## src/rtl/clock_ctrl_pkg.sv

```systemverilog
// Shared types and default configuration for the CPU clock sequencer.
// No logic: enum state encoding plus default divider and debounce sizes.
// Imported by clock_ctrl and button_conditioner.
package clock_ctrl_pkg;

    typedef enum logic [1:0] {
        CLK_LOW  = 2'd0,
        CLK_HIGH = 2'd1,
        CLK_HALT = 2'd2
    } clk_state_t;

    localparam int DEF_DIV_WIDTH       = 24;
    localparam int DEF_DEBOUNCE_CYCLES = 50000;

endpackage

```

## src/rtl/button_conditioner.sv

```systemverilog
// Front-panel button conditioner: 2-flop synchroniser, optional debounce, rising-edge pulse.
// Latency: 3 sys_clk edges from first sample of a press to pulse_o (plus DEBOUNCE_CYCLES with CLK_CTRL_DEBOUNCE_EN).
// No backpressure: pulse_o is a single-cycle strobe, one per accepted press.
module button_conditioner
    import clock_ctrl_pkg::*;
#(
    parameter int DEBOUNCE_CYCLES = DEF_DEBOUNCE_CYCLES
) (
    input  logic sys_clk,
    input  logic rst_n,
    input  logic btn_i,
    output logic pulse_o
);

    logic sync1_q;
    logic sync2_q;
    logic level;
    logic level_prev_q;
    logic pulse_q;

    // Two-stage synchroniser for the asynchronous raw button.
    always_ff @(posedge sys_clk or negedge rst_n) begin
        if (!rst_n) begin
            sync1_q <= 1'b0;
            sync2_q <= 1'b0;
        end else begin
            sync1_q <= btn_i;
            sync2_q <= sync1_q;
        end
    end

`ifdef CLK_CTRL_DEBOUNCE_EN
    localparam int DEB_W = $clog2(DEBOUNCE_CYCLES + 1);

    logic             deb_level_q;
    logic [DEB_W-1:0] deb_cnt_q;

    // Accept a new level only after it has been seen on every one of DEBOUNCE_CYCLES
    // consecutive cycles; any return to the accepted level restarts the count.
    always_ff @(posedge sys_clk or negedge rst_n) begin
        if (!rst_n) begin
            deb_level_q <= 1'b0;
            deb_cnt_q   <= '0;
        end else if (sync2_q == deb_level_q) begin
            deb_cnt_q <= '0;
        end else if (deb_cnt_q == DEB_W'(DEBOUNCE_CYCLES - 1)) begin
            deb_level_q <= sync2_q;
            deb_cnt_q   <= '0;
        end else begin
            deb_cnt_q <= deb_cnt_q + DEB_W'(1);
        end
    end

    assign level = deb_level_q;
`else
    logic unused_deb_cfg;
    assign unused_deb_cfg = (DEBOUNCE_CYCLES > 0);
    assign level          = sync2_q;
`endif

    // Registered rising-edge detector: one pulse per press, nothing while held.
    always_ff @(posedge sys_clk or negedge rst_n) begin
        if (!rst_n) begin
            level_prev_q <= 1'b0;
            pulse_q      <= 1'b0;
        end else begin
            level_prev_q <= level;
            pulse_q      <= level & ~level_prev_q;
        end
    end

    assign pulse_o = pulse_q;

endmodule

```

## src/rtl/clock_ctrl.sv

```systemverilog
// CPU clock sequencer: continuous divider or manual single-step, with HLT stop and resume (debounce via CLK_CTRL_DEBOUNCE_EN).
// Latency: cpu_clk and its rise/fall strobes change on the edge that ends a phase; resume -> cpu_clk=1 next edge.
// No backpressure: steps and resumes outside the states that use them are dropped, never queued.
module clock_ctrl
    import clock_ctrl_pkg::*;
#(
    parameter int DIV_WIDTH       = DEF_DIV_WIDTH,
    parameter int DEBOUNCE_CYCLES = DEF_DEBOUNCE_CYCLES
) (
    input  logic                 sys_clk,
    input  logic                 rst_n,
    input  logic                 mode,
    input  logic                 step_btn,
    input  logic [DIV_WIDTH-1:0] half_period,
    input  logic                 halt,
    input  logic                 resume,
    output logic                 cpu_clk,
    output logic                 cpu_rise,
    output logic                 cpu_fall,
    output logic                 halted
);

    clk_state_t           state_q;
    logic [DIV_WIDTH-1:0] cnt_q;
    logic                 cpu_clk_q;
    logic                 rise_q;
    logic                 fall_q;
    logic                 halted_q;
    logic                 step_pls;
    logic                 phase_end;

    button_conditioner #(
        .DEBOUNCE_CYCLES (DEBOUNCE_CYCLES)
    ) u_step_btn (
        .sys_clk (sys_clk),
        .rst_n   (rst_n),
        .btn_i   (step_btn),
        .pulse_o (step_pls)
    );

    // >= rather than == so a shrinking half_period cuts the current phase short.
    assign phase_end = (cnt_q >= half_period);

    // Clock FSM with phase counter; outputs and strobes are registered with the state.
    always_ff @(posedge sys_clk or negedge rst_n) begin
        if (!rst_n) begin
            state_q   <= CLK_LOW;
            cnt_q     <= '0;
            cpu_clk_q <= 1'b0;
            rise_q    <= 1'b0;
            fall_q    <= 1'b0;
            halted_q  <= 1'b0;
        end else begin
            rise_q <= 1'b0;
            fall_q <= 1'b0;
            case (state_q)
                CLK_LOW: begin
                    if (mode ? step_pls : phase_end) begin
                        cnt_q <= '0;
                        if (halt) begin
                            state_q  <= CLK_HALT;
                            halted_q <= 1'b1;
                        end else begin
                            state_q   <= CLK_HIGH;
                            cpu_clk_q <= 1'b1;
                            rise_q    <= 1'b1;
                        end
                    end else if (mode) begin
                        // Manual mode waits with the counter frozen so a later
                        // switch to continuous starts a full low phase.
                        cnt_q <= '0;
                    end else begin
                        cnt_q <= cnt_q + DIV_WIDTH'(1);
                    end
                end
                CLK_HIGH: begin
                    // The high phase always completes, whatever mode/halt/step do.
                    if (phase_end) begin
                        state_q   <= CLK_LOW;
                        cnt_q     <= '0;
                        cpu_clk_q <= 1'b0;
                        fall_q    <= 1'b1;
                    end else begin
                        cnt_q <= cnt_q + DIV_WIDTH'(1);
                    end
                end
                CLK_HALT: begin
                    // Resume forces one rising edge even with halt still high,
                    // giving the CPU a clock to leave HLT.
                    if (resume) begin
                        state_q   <= CLK_HIGH;
                        cnt_q     <= '0;
                        cpu_clk_q <= 1'b1;
                        rise_q    <= 1'b1;
                        halted_q  <= 1'b0;
                    end
                end
                default: begin
                    state_q   <= CLK_LOW;
                    cnt_q     <= '0;
                    cpu_clk_q <= 1'b0;
                    halted_q  <= 1'b0;
                end
            endcase
        end
    end

    assign cpu_clk  = cpu_clk_q;
    assign cpu_rise = rise_q;
    assign cpu_fall = fall_q;
    assign halted   = halted_q;

endmodule

```

## config.mk

```make
export PLATFORM = sky130hd
export DESIGN_NAME = clock_ctrl
export DESIGN_NICKNAME = d
export VERILOG_FILES = /design/src/rtl/clock_ctrl_pkg.sv /design/src/rtl/button_conditioner.sv /design/src/rtl/clock_ctrl.sv
export SDC_FILE = /design/constraint.sdc
export NUM_CORES = 1
export LEC_CHECK = 0
export CORE_UTILIZATION = 35
export CTS_CLUSTER_SIZE = 14
export DETAILED_ROUTE_END_ITERATION = 8
export SYNTH_ARGS = -nofsm -noshare
export SYNTH_HDL_FRONTEND = slang
export SYNTH_SLANG_ARGS = --single-unit
```

## constraint.sdc

```tcl
create_clock -name sys_clk -period 5.7 [get_ports sys_clk]
set_clock_uncertainty 0.1 [all_clocks]
set_input_delay 1.425 -clock sys_clk [delete_from_list [all_inputs] [get_ports sys_clk]]
set_output_delay 1.425 -clock sys_clk [all_outputs]
set_load 0.005 [all_outputs]
```

; After elaboration in Yosys (flattened, before gate mapping)
; Index checks and enable logic that the tools add are counted.
[totals]
register_bits = 34
inputBits = 30
out_inout_bits = 4
[classes]
add_sub_neg = 1
magnitude_cmp = 1
n_eq_ne = 7
mux = 26
n_bitwise = 3
reduce_logical = 4
[op_table]
columns = op, n
row1 = $mux W24, 4
row2 = $pmux W24 S3, 1
row3 = $add A24 B1 Y24 const B, 1
row4 = $ge A24 B24 Y1, 1
row5 = $mux W1, 13
row6 = $ne A2 B2 Y1 const B, 5
row7 = $mux W2, 4
row8 = $reduce_and A4 Y1, 2
row9 = $pmux W1 S3, 2
row10 = $pmux W2 S3, 1
row11 = $reduce_and A3 Y1, 1
row12 = $eq A2 B1 Y1 const B, 1
row13 = $eq A2 B2 Y1 const B, 1
row14 = $logic_not A2 Y1, 1
row15 = $not A1 Y1, 2
row16 = $pmux W1 S2, 1
row17 = $and A1 B1 Y1, 1

; Longest topological paths before layout
; Gate-level depths: netlist of run 1.
[logic_depth]
word_depth = 4
mapped_depth = 10

; By module
; A second synthesis of run 1 with hierarchy kept.
[unflattened]
cells_unflattened = 271
hier_area_um2 = 2419.8
[modules_own_cells]
columns = mod, n_inst, cells_each, area_per_inst_um2
row1 = clock_ctrl, 1, 266, 2306.0
row2 = button_conditioner, 1, 5, 113.9

; Worst setup path after synthesis of run 1
; No wires, ideal clock.
[synth_timing]
kind = input to register
start = input port half_period[17]
end = register cnt_q[13]
setup_time_ps = 79
arrival_ps = 3186
setup_slack_ps = 2334
path_stages = 10
path_buffers = 2
path_cell_list = inv_1 ha_1 a211o_1 a21oi_1 o21ai_1 nor3b_2 buf_2 buf_2 nand3_1 mux2i_1
[synth_between]
elab_chain_len = 4
[synth_rtl]
columns = element, line
row1 = "start, declared", clock_ctrl.sv:14  ; input logic [DIV_WIDTH-1:0] half_period,
row2 = $ge A24 B24 Y1 (*), clock_ctrl.sv:42  ; assign phase_end = (cnt_q >= half_period);
row3 = $mux W1, clock_ctrl.sv:58  ; if (mode ? step_pls : phase_end) begin
row4 = $mux W24, clock_ctrl.sv:58
row5 = $pmux W24 S3 (*), clock_ctrl.sv:56  ; case (state_q)
row6 = "end signal, assigned", clock_ctrl.sv:73  ; cnt_q <= cnt_q + DIV_WIDTH'(1);
row7 = "end signal, assigned", clock_ctrl.sv:84  ; cnt_q <= cnt_q + DIV_WIDTH'(1);
row8 = "end, declared", clock_ctrl.sv:24  ; logic [DIV_WIDTH-1:0] cnt_q;
; Mark *: on every way between the ends. The rest lies on a longest branch, timed or not.
; A chain may end at the register's enable or synchronous reset.

; Worst setup path after layout of run 1
[layout_timing]
start = input port half_period[17]
end = register cnt_q[5]
; The elaborated chain is that of the path after synthesis.

==> impl_summary.log, run 1 <==
INFO  metric status = finished clean
INFO  metric finalPower = a little under 800 uW
INFO  metric ys_seq_elements = 34
INFO  metric cp-end-kind = flop
INFO  metric cts_resized = 0
INFO  metric max-vdd-ir-drop = between 100 and 150 uV
INFO  metric portBuffers = 33
INFO  metric drive_gt1_frac = 0.0639
INFO  metric postSynthAreaPerCell = between 8 and 9 um^2
INFO  metric p_switching = approximately 240 uW
INFO  metric critical_path_class = primary input to flop
INFO  metric ys_async_sr_fraction = 1.00
INFO  metric final_max_slew_viol_count = 0
INFO  metric die_x = about 86 um
INFO  metric design.die.area = 7330 um^2
INFO  metric final_hold_viol_count = 0
INFO  metric synth_cell_type_count = 52
INFO  metric worst_skew_pair.late_latency = 0.30 ns
INFO  metric pwr_density_cell = ~260 nW/um^2
INFO  metric number_of_cells_in_the_finished_layout_apart_from_fillers = between 400 and 500
INFO  metric worst-endpoint-required = 5.82 ns
INFO  metric detail_route.wirelength = approximately 5600 um
INFO  metric post-cts-setup-buffer-count = 0
INFO  metric postSynth.topFlopCell = sky130_fd_sc_hd__dfrtp_1
INFO  metric regToRegEndpoint = cnt_q[5]
INFO  metric slew-limit-headroom = 0.335
INFO  metric path_clk_slew = roughly 0.070 ns
INFO  metric numCtsBuffers = 5
INFO  metric comb_power_share = 0.277
INFO  metric grt_start_max_net_pins = 42
INFO  metric num-fill-cells = ~660
INFO  metric fp.coreArea = between 6000 and 7000 um^2
INFO  metric num_vias = between 2k and 2.5k
INFO  metric drt-wirelength-per-cell = between 10 and 15 um
INFO  metric synth_fp_nets = about 330
INFO  metric number_of_instances_in_the_synthesized_netlist = roughly 280
INFO  metric crit-reg2reg-launch = cnt_q[17]
INFO  metric min_period_over_period = 0.702
INFO  metric dr.pass1.iters = 4
INFO  metric timing.fmax = 250 MHz
INFO  metric setup_repair_after_global_routing_missed_its_margin = false
INFO  metric cts-htree-levels = 2
INFO  metric cts_root_buf = sky130_fd_sc_hd__clkbuf_8
INFO  metric critical_path.startpoint_type = primary input
INFO  metric postRouteAntennaNets = 0
INFO  metric first_global_vias = between 2k and 2.5k
INFO  metric internal_power_contribution = 546 uW
INFO  metric cts_hold_buf = 0
INFO  metric placed_wire_length_estimate_after_detailed_placement = approximately 4000 um
INFO  metric top_level_ports = 34
INFO  metric total_leakage_power = 0.00141 uW
INFO  metric worstPathArrival = roughly 4.1 ns
INFO  metric synthesis.yosys.warnings = 0
INFO  metric synth-edff-count = 0
INFO  metric worstPathMaxFanout = 22
INFO  metric final_period_demand_of_the_worst_path = 4.00 ns
INFO  metric viasPerCell = roughly 5.3
INFO  metric synthesis.area = 2450 um^2
INFO  metric endpoint_of_the_worst_setup_timing_path = cnt_q[5]
INFO  metric critical_path.startpoint = half_period[17]
INFO  metric dp_cells = 401
INFO  metric grt_overflow = 0
INFO  metric start_util = 0.360
INFO  metric grt_util_all_layers = 0.173
INFO  metric power.switching_fraction = 0.305
INFO  metric rrSetupSlack = 2.82 ns
INFO  metric worstRegToRegCells = 8
INFO  metric antenna_violations_before_repair = 0
INFO  metric die_height = roughly 86 um
INFO  metric num_rows = 30
INFO  metric timing_worst_slew_pin_value = between 0.9 and 1 ns
INFO  metric hold-worst-slack = 0.256 ns
INFO  metric clock_power_share = 0.350
INFO  metric final.setup.tns = 0 ns
INFO  metric post-route-drc-count = 0
INFO  metric antenna_cells = 0
INFO  metric seqPwrFrac = 0.373
INFO  metric cts.path.max_buffers = 2
INFO  metric grt_pass1_wl = around 10000 um
INFO  metric setup_violations = 0
INFO  metric post_synthesis_sequential_area_ratio = 0.347
INFO  metric globalplace.congestion = around 0.84
INFO  metric cts_tree = yes
INFO  metric area_growth = 23.4%
INFO  metric hp-class = flop to flop
INFO  metric maxCapViolCount = 0
INFO  metric clock-sinks = 34
INFO  metric design.final.nets = around 370
INFO  metric violation_count_after_the_first_detailed_routing_iteration = approximately 220
-- cell type report --
cell class | count | area [um^2] | area share
well taps | 96 | 120 | 0.0398
clock inverters | 3 | 68.8 | 0.0228
multi-input cells | 200 | 1430 | 0.473
flip-flops and latches | 34 | 851 | 0.282
clock buffers | 5 | 68.8 | 0.0228
repair buffers | 36 | 353 | 0.117
inverters | 35 | 131 | 0.0435
-- power by group through the flow --
stage               registers [uW]  logic (uW)  clock network (uW)
global placement               296         216                   0
detailed placement             297         219                   0
CTS                            293         220                 280
global route                   296         249                 291
finish                         293         217                 275
floorplan                      289         146                   0
-- per-stage QoR --
| stage | area [um^2] | worst slack (ns) | utilization |
|---|---|---|---|
| floorplan | 2450 | 2.33 | - |
| global placement | 2880 | 1.43 | 0.424 |
| detailed placement | 2880 | 1.40 | 0.424 |
| CTS | 3020 | 1.70 | 0.445 |
| global route | 3020 | 1.48 | 0.445 |
| finish | 3020 | 1.70 | 0.445 |
-- metal layers --
| layer | wire, um | share of wire | GRT usage |
|---|---|---|---|
| met5 | 0 | 0 | 0 |
| met2 | 2490 | 0.44 | 0.273 |
| met4 | 120 | 0.021 | 0.0621 |
| met1 | 2710 | 0.48 | 0.236 |
| met3 | 331 | 0.059 | 0.0337 |
-- cell usage after synthesis, types with 5 or more instances --
cell type	n	area, um^2
sky130_fd_sc_hd__nor2_1	19	71.3
sky130_fd_sc_hd__ha_1	25	313
sky130_fd_sc_hd__and2_1	5	31.3
sky130_fd_sc_hd__dfrtp_1	34	851
sky130_fd_sc_hd__nand4_1	8	50.1
sky130_fd_sc_hd__o21ai_1	9	45.0
sky130_fd_sc_hd__nand2_1	15	56.3
sky130_fd_sc_hd__clkbuf_1	5	18.8
sky130_fd_sc_hd__a22o_1	6	52.6
sky130_fd_sc_hd__a31oi_1	16	100
sky130_fd_sc_hd__nand3_1	23	115
sky130_fd_sc_hd__and3_1	5	31.3
sky130_fd_sc_hd__a31o_1	5	43.8
sky130_fd_sc_hd__mux2i_1	5	50.1
sky130_fd_sc_hd__a21oi_1	9	45.0
sky130_fd_sc_hd__inv_1	34	128
-- worst min path at each step --
stage / from / endpoint / slack, ns / cells after the start
final: u_step_btn.sync1_q / u_step_btn.level / 0.26 / 0
after global routing: u_step_btn.sync1_q / u_step_btn.level / 0.28 / 0
after CTS: u_step_btn.sync1_q / u_step_btn.level / 0.26 / 0
after detailed placement: u_step_btn.sync1_q / u_step_btn.level / 0.24 / 0
after global placement: u_step_btn.sync1_q / u_step_btn.level / 0.23 / 0
after floorplan: u_step_btn.sync1_q / u_step_btn.level / 0.23 / 0
-- flip-flops by register name, summed over array words and instances (netlist names) --
signal	count
cnt_q	24
cpu_clk	1
cpu_fall	1
cpu_rise	1
halted	1
state_q	2
u_step_btn.level	1
u_step_btn.level_prev_q	1
u_step_btn.pulse_o	1
u_step_btn.sync1_q	1
-- worst max-delay path, stage by stage --
cell and delay, ns:
sky130_fd_sc_hd__clkdlybuf4s50_1 0.45, sky130_fd_sc_hd__inv_1 0.04, sky130_fd_sc_hd__ha_1 0.29, sky130_fd_sc_hd__a211o_1 0.30, sky130_fd_sc_hd__a21oi_1 0.17, sky130_fd_sc_hd__o21ai_1 0.15, sky130_fd_sc_hd__nor3b_2 0.62, sky130_fd_sc_hd__buf_4 0.37
sky130_fd_sc_hd__a31oi_1 0.12, sky130_fd_sc_hd__o21ai_1 0.17
-- placed cells by master (no fill, tap or decap), types with 3 or more instances in the layout --
cell,instances
sky130_fd_sc_hd__a31oi_1,16
sky130_fd_sc_hd__nor2_1,19
sky130_fd_sc_hd__nand2_1,15
sky130_fd_sc_hd__nand2b_1,4
sky130_fd_sc_hd__clkdlybuf4s50_1,33
sky130_fd_sc_hd__and3_1,5
sky130_fd_sc_hd__clkbuf_8,5
sky130_fd_sc_hd__o21ai_0,3
sky130_fd_sc_hd__and2_1,5
sky130_fd_sc_hd__nand3_1,23
sky130_fd_sc_hd__inv_1,34
sky130_fd_sc_hd__buf_4,3
sky130_fd_sc_hd__a22o_1,6
sky130_fd_sc_hd__a21o_1,4
sky130_fd_sc_hd__o21ai_1,9
sky130_fd_sc_hd__ha_1,25
sky130_fd_sc_hd__a31o_1,5
sky130_fd_sc_hd__mux2i_1,5
sky130_fd_sc_hd__nand4_1,8
sky130_fd_sc_hd__a21oi_1,9
sky130_fd_sc_hd__dfrtp_1,34
-- kinds of logic after synthesis --
logic type	synth area share
muxes	0.0204
buffers and inverters	0.0741
and+or+nand+nor	0.203
AOI/OAI and AO/OA	0.227
DFF	0.347
adders and majority gates	0.128
Note: power is estimated with default switching activity, not from simulation.
==> run 2: changes to the inputs <==
clock period = 4 ns   (was 5.7 ns; I/O delays follow)
==> run 2 against run 1 <==
Clock power about the same. Worst setup slack got worse by 1.0 ns. Final cell count grew 1.7%. Hold slack improved by 0.0046 ns. Die area is the same. Via count rose by 1.5%. First-iteration DRC count shrank 45%. Cell area up 0.12%. Sequential power is 41% higher. Global-route usage fell by 0.90 points. Routed wire length is 3.0% lower. Core utilization grew 0.055 points. Critical path type unchanged. Largest power group unchanged. Highest routed layer unchanged.
==> impl_summary.log, run 2 (synthesized netlist as in run 1, its figures left out) <==
INFO  metric min_delay_endpoint = u_step_btn.level
INFO  metric cp-end-kind = flop
INFO  metric viasPerCell = 5.26 (-0.22%)
INFO  metric registers.top_by_ff_count = cnt_q
INFO  metric status = finished clean
INFO  metric cts_tree = yes
INFO  metric postRouteAntennaNets = 0 (unchanged)
INFO  metric maxCapViolCount = 0 (unchanged)
INFO  metric regToRegEndpoint = cnt_q[4]
INFO  metric total_leakage_power = 0.00142 uW (+0.77%)
INFO  metric final_period_demand_of_the_worst_path = between 3 and 4 ns
INFO  metric critical_path_class = primary input to flop
INFO  metric final_area = 3020 um^2 (+0.12%)
INFO  metric post-cts-setup-buffer-count = 0 (unchanged)
INFO  metric area_growth = 23.5%
INFO  metric grt_start_max_net_pins = 35 (-17%)
INFO  metric power.switching_fraction = 0.330 (+0.0246)
INFO  metric cts_resized = 0 (unchanged)
INFO  metric cts.path.max_buffers = 2 (unchanged)
INFO  metric clock_power_share = 0.273 (-0.077)
INFO  metric detail_route.wirelength = 5480 um (-3.0%)
INFO  metric timing.fmax = 302 MHz
INFO  metric worst-endpoint-required = 4.14 ns (-1.68 ns)
INFO  metric cts_hold_buf = 0 (unchanged)
INFO  metric hp-class = flop to flop
INFO  metric drt-wirelength-per-cell = 13.2 um (-4.7%)
INFO  metric placed_wire_length_estimate_after_detailed_placement = 4080 um (+2.6%)
INFO  metric number_of_cells_in_the_finished_layout_apart_from_fillers = 416 (+1.7%)
INFO  metric violation_count_after_the_first_detailed_routing_iteration = 119 (-45%)
INFO  metric globalplace.congestion = 0.856 (+1.8%)
INFO  metric num_vias = 2188 (+1.5%)
INFO  metric antenna_cells = 0 (unchanged)
INFO  metric design.die.area = 7330 um^2 (unchanged)
INFO  metric worstPathMaxFanout = 10 (-55%)
INFO  metric dp_cells = 408 (+1.7%)
INFO  metric antenna_violations_before_repair = 0 (unchanged)
INFO  metric path_clk_slew = 0.07 ns (about the same)
INFO  metric finalPower = 1010 uW (+28%)
INFO  metric grt_overflow = 0 (unchanged)
INFO  metric numCtsBuffers = 5 (unchanged)
INFO  metric hold_path.startpoint = u_step_btn.sync1_q
INFO  metric worstRegToRegCells = 8 (unchanged)
INFO  metric top_level_ports = 34 (unchanged)
INFO  metric final_cell_utilization_of_the_core = 0.445 (+0.000553)
INFO  metric fp.coreArea = 6790 um^2 (unchanged)
INFO  metric grt_pass1_wl = 9520 um (-6.1%)
INFO  metric reg_top3 = cnt_q x24, state_q x2
INFO  metric timing_worst_slew_pin_value = 0.534 ns (-0.463 ns)
INFO  metric clock-sinks = 34 (unchanged)
INFO  metric final_max_slew_viol_count = 0 (unchanged)
INFO  metric die_height = 85.6 um (unchanged)
INFO  metric setup_violations = 0 (unchanged)
INFO  metric final_hold_viol_count = 0 (unchanged)
INFO  metric num_rows = 30 (unchanged)
INFO  metric setup_repair_after_global_routing_missed_its_margin = false
INFO  metric comb_power_share = 0.317 (+0.040)
INFO  metric die_x = 85.6 um (unchanged)
INFO  metric pwr_density_cell = 334 nW/um^2 (+28%)
INFO  metric slew-limit-headroom = 0.643 (+0.308)
INFO  metric hold-path-cell-count = 0 (unchanged)
INFO  metric seqPwrFrac = 0.410 (+0.037)
INFO  metric max-vdd-ir-drop = 157 uV (+18%)
INFO  metric cts_root_buf = sky130_fd_sc_hd__clkbuf_8
INFO  metric layout.cells.most_common_list = sky130_fd_sc_hd__inv_1 (34), sky130_fd_sc_hd__dfrtp_1 (34), sky130_fd_sc_hd__clkdlybuf4s50_1 (33), sky130_fd_sc_hd__ha_1 (25), sky130_fd_sc_hd__nand3_1 (23)
INFO  metric worst_skew_pair.late_latency = 0.29 ns (about the same)
INFO  metric first_global_vias = 2018 (-6.8%)
INFO  metric rrSetupSlack = 1.32 ns (-1.50 ns)
INFO  metric critical_path.startpoint_type = primary input
INFO  metric crit-reg2reg-launch = cnt_q[0]
INFO  metric design.final.nets = 374 (+1.9%)
INFO  metric placed_area = 2930 um^2 (+1.6%)
INFO  metric final.setup.tns = 0 ns (unchanged)
INFO  metric dr.pass1.iters = 4 (unchanged)
INFO  metric cts-htree-levels = 2 (unchanged)
INFO  metric p_switching = 333 uW (+39%)
INFO  metric largest_reg_flops = 24 (unchanged)
INFO  metric post-route-drc-count = 0 (unchanged)
INFO  metric min_period_over_period = 0.829
INFO  metric portBuffers = 33 (unchanged)
INFO  metric start_util = 0.360 (unchanged)
INFO  metric drive_gt1_frac = 0.0844 (+0.0205)
INFO  metric grt_util_all_layers = 0.164 (-0.00904)
INFO  metric worstPathArrival = 3.45 ns (-0.67 ns)
INFO  metric internal_power_contribution = 676 uW (+24%)
-- run 2: how the worst max path moves through the flow --
stage                         start   endpoint  cells past startpoint
global placement     half_period[0]  cnt_q[14]                      8
CTS                  half_period[0]  cnt_q[14]                      8
global route         half_period[0]   cnt_q[4]                      8
finish               half_period[0]   cnt_q[4]                      8
floorplan           half_period[17]  cnt_q[13]                     10
detailed placement   half_period[0]   cnt_q[4]                      8
-- run 2: per-stage QoR --
| step | hold slack (ns) | setup slack, ns |
|---|---|---|
| 2_1_floorplan | 0.231 | 1.06 |
| 3_3_place_gp | 0.236 | 0.405 |
| 3_5_place_dp | 0.247 | 0.379 |
| 4_1_cts | 0.263 | 0.675 |
| 5_1_grt | 0.273 | 0.527 |
| 6_report | 0.261 | 0.684 |
-- run 2: critical path: stages --
cell and delay (ns):
sky130_fd_sc_hd__clkdlybuf4s50_1 0.40, sky130_fd_sc_hd__ha_1 0.29, sky130_fd_sc_hd__nand2b_1 0.15, sky130_fd_sc_hd__a2111oi_2 0.36, sky130_fd_sc_hd__o32ai_1 0.16, sky130_fd_sc_hd__o311ai_4 0.49
sky130_fd_sc_hd__and3_1 0.41, sky130_fd_sc_hd__a22o_1 0.19
-- run 2: routing by layer --
metal	vias up	global-route usage	routed length (um)
li1	1112	-	-
met5	-	0	0
met3	10	0.0327	289
met4	0	0.0500	91
met2	56	0.265	2500
met1	1010	0.222	2600
-- run 2: layout make-up --
cell class	count	area (um^2)
multi-input combinational	200	1420
clock inverter	2	12.5
sequential	34	851
fill	675	3770
clock buffer	6	82.6
timing repair buffer	43	405
tap	96	120
inverter	35	131
-- run 2: power groups by stage --
stage / combinational, uW / sequential, uW / clock [uW]
floorplan: 208 / 412 / 0
global placement: 314 / 420 / 0
detailed placement: 321 / 419 / 0
CTS: 322 / 414 / 281
global route: 359 / 419 / 294
finish: 320 / 414 / 276
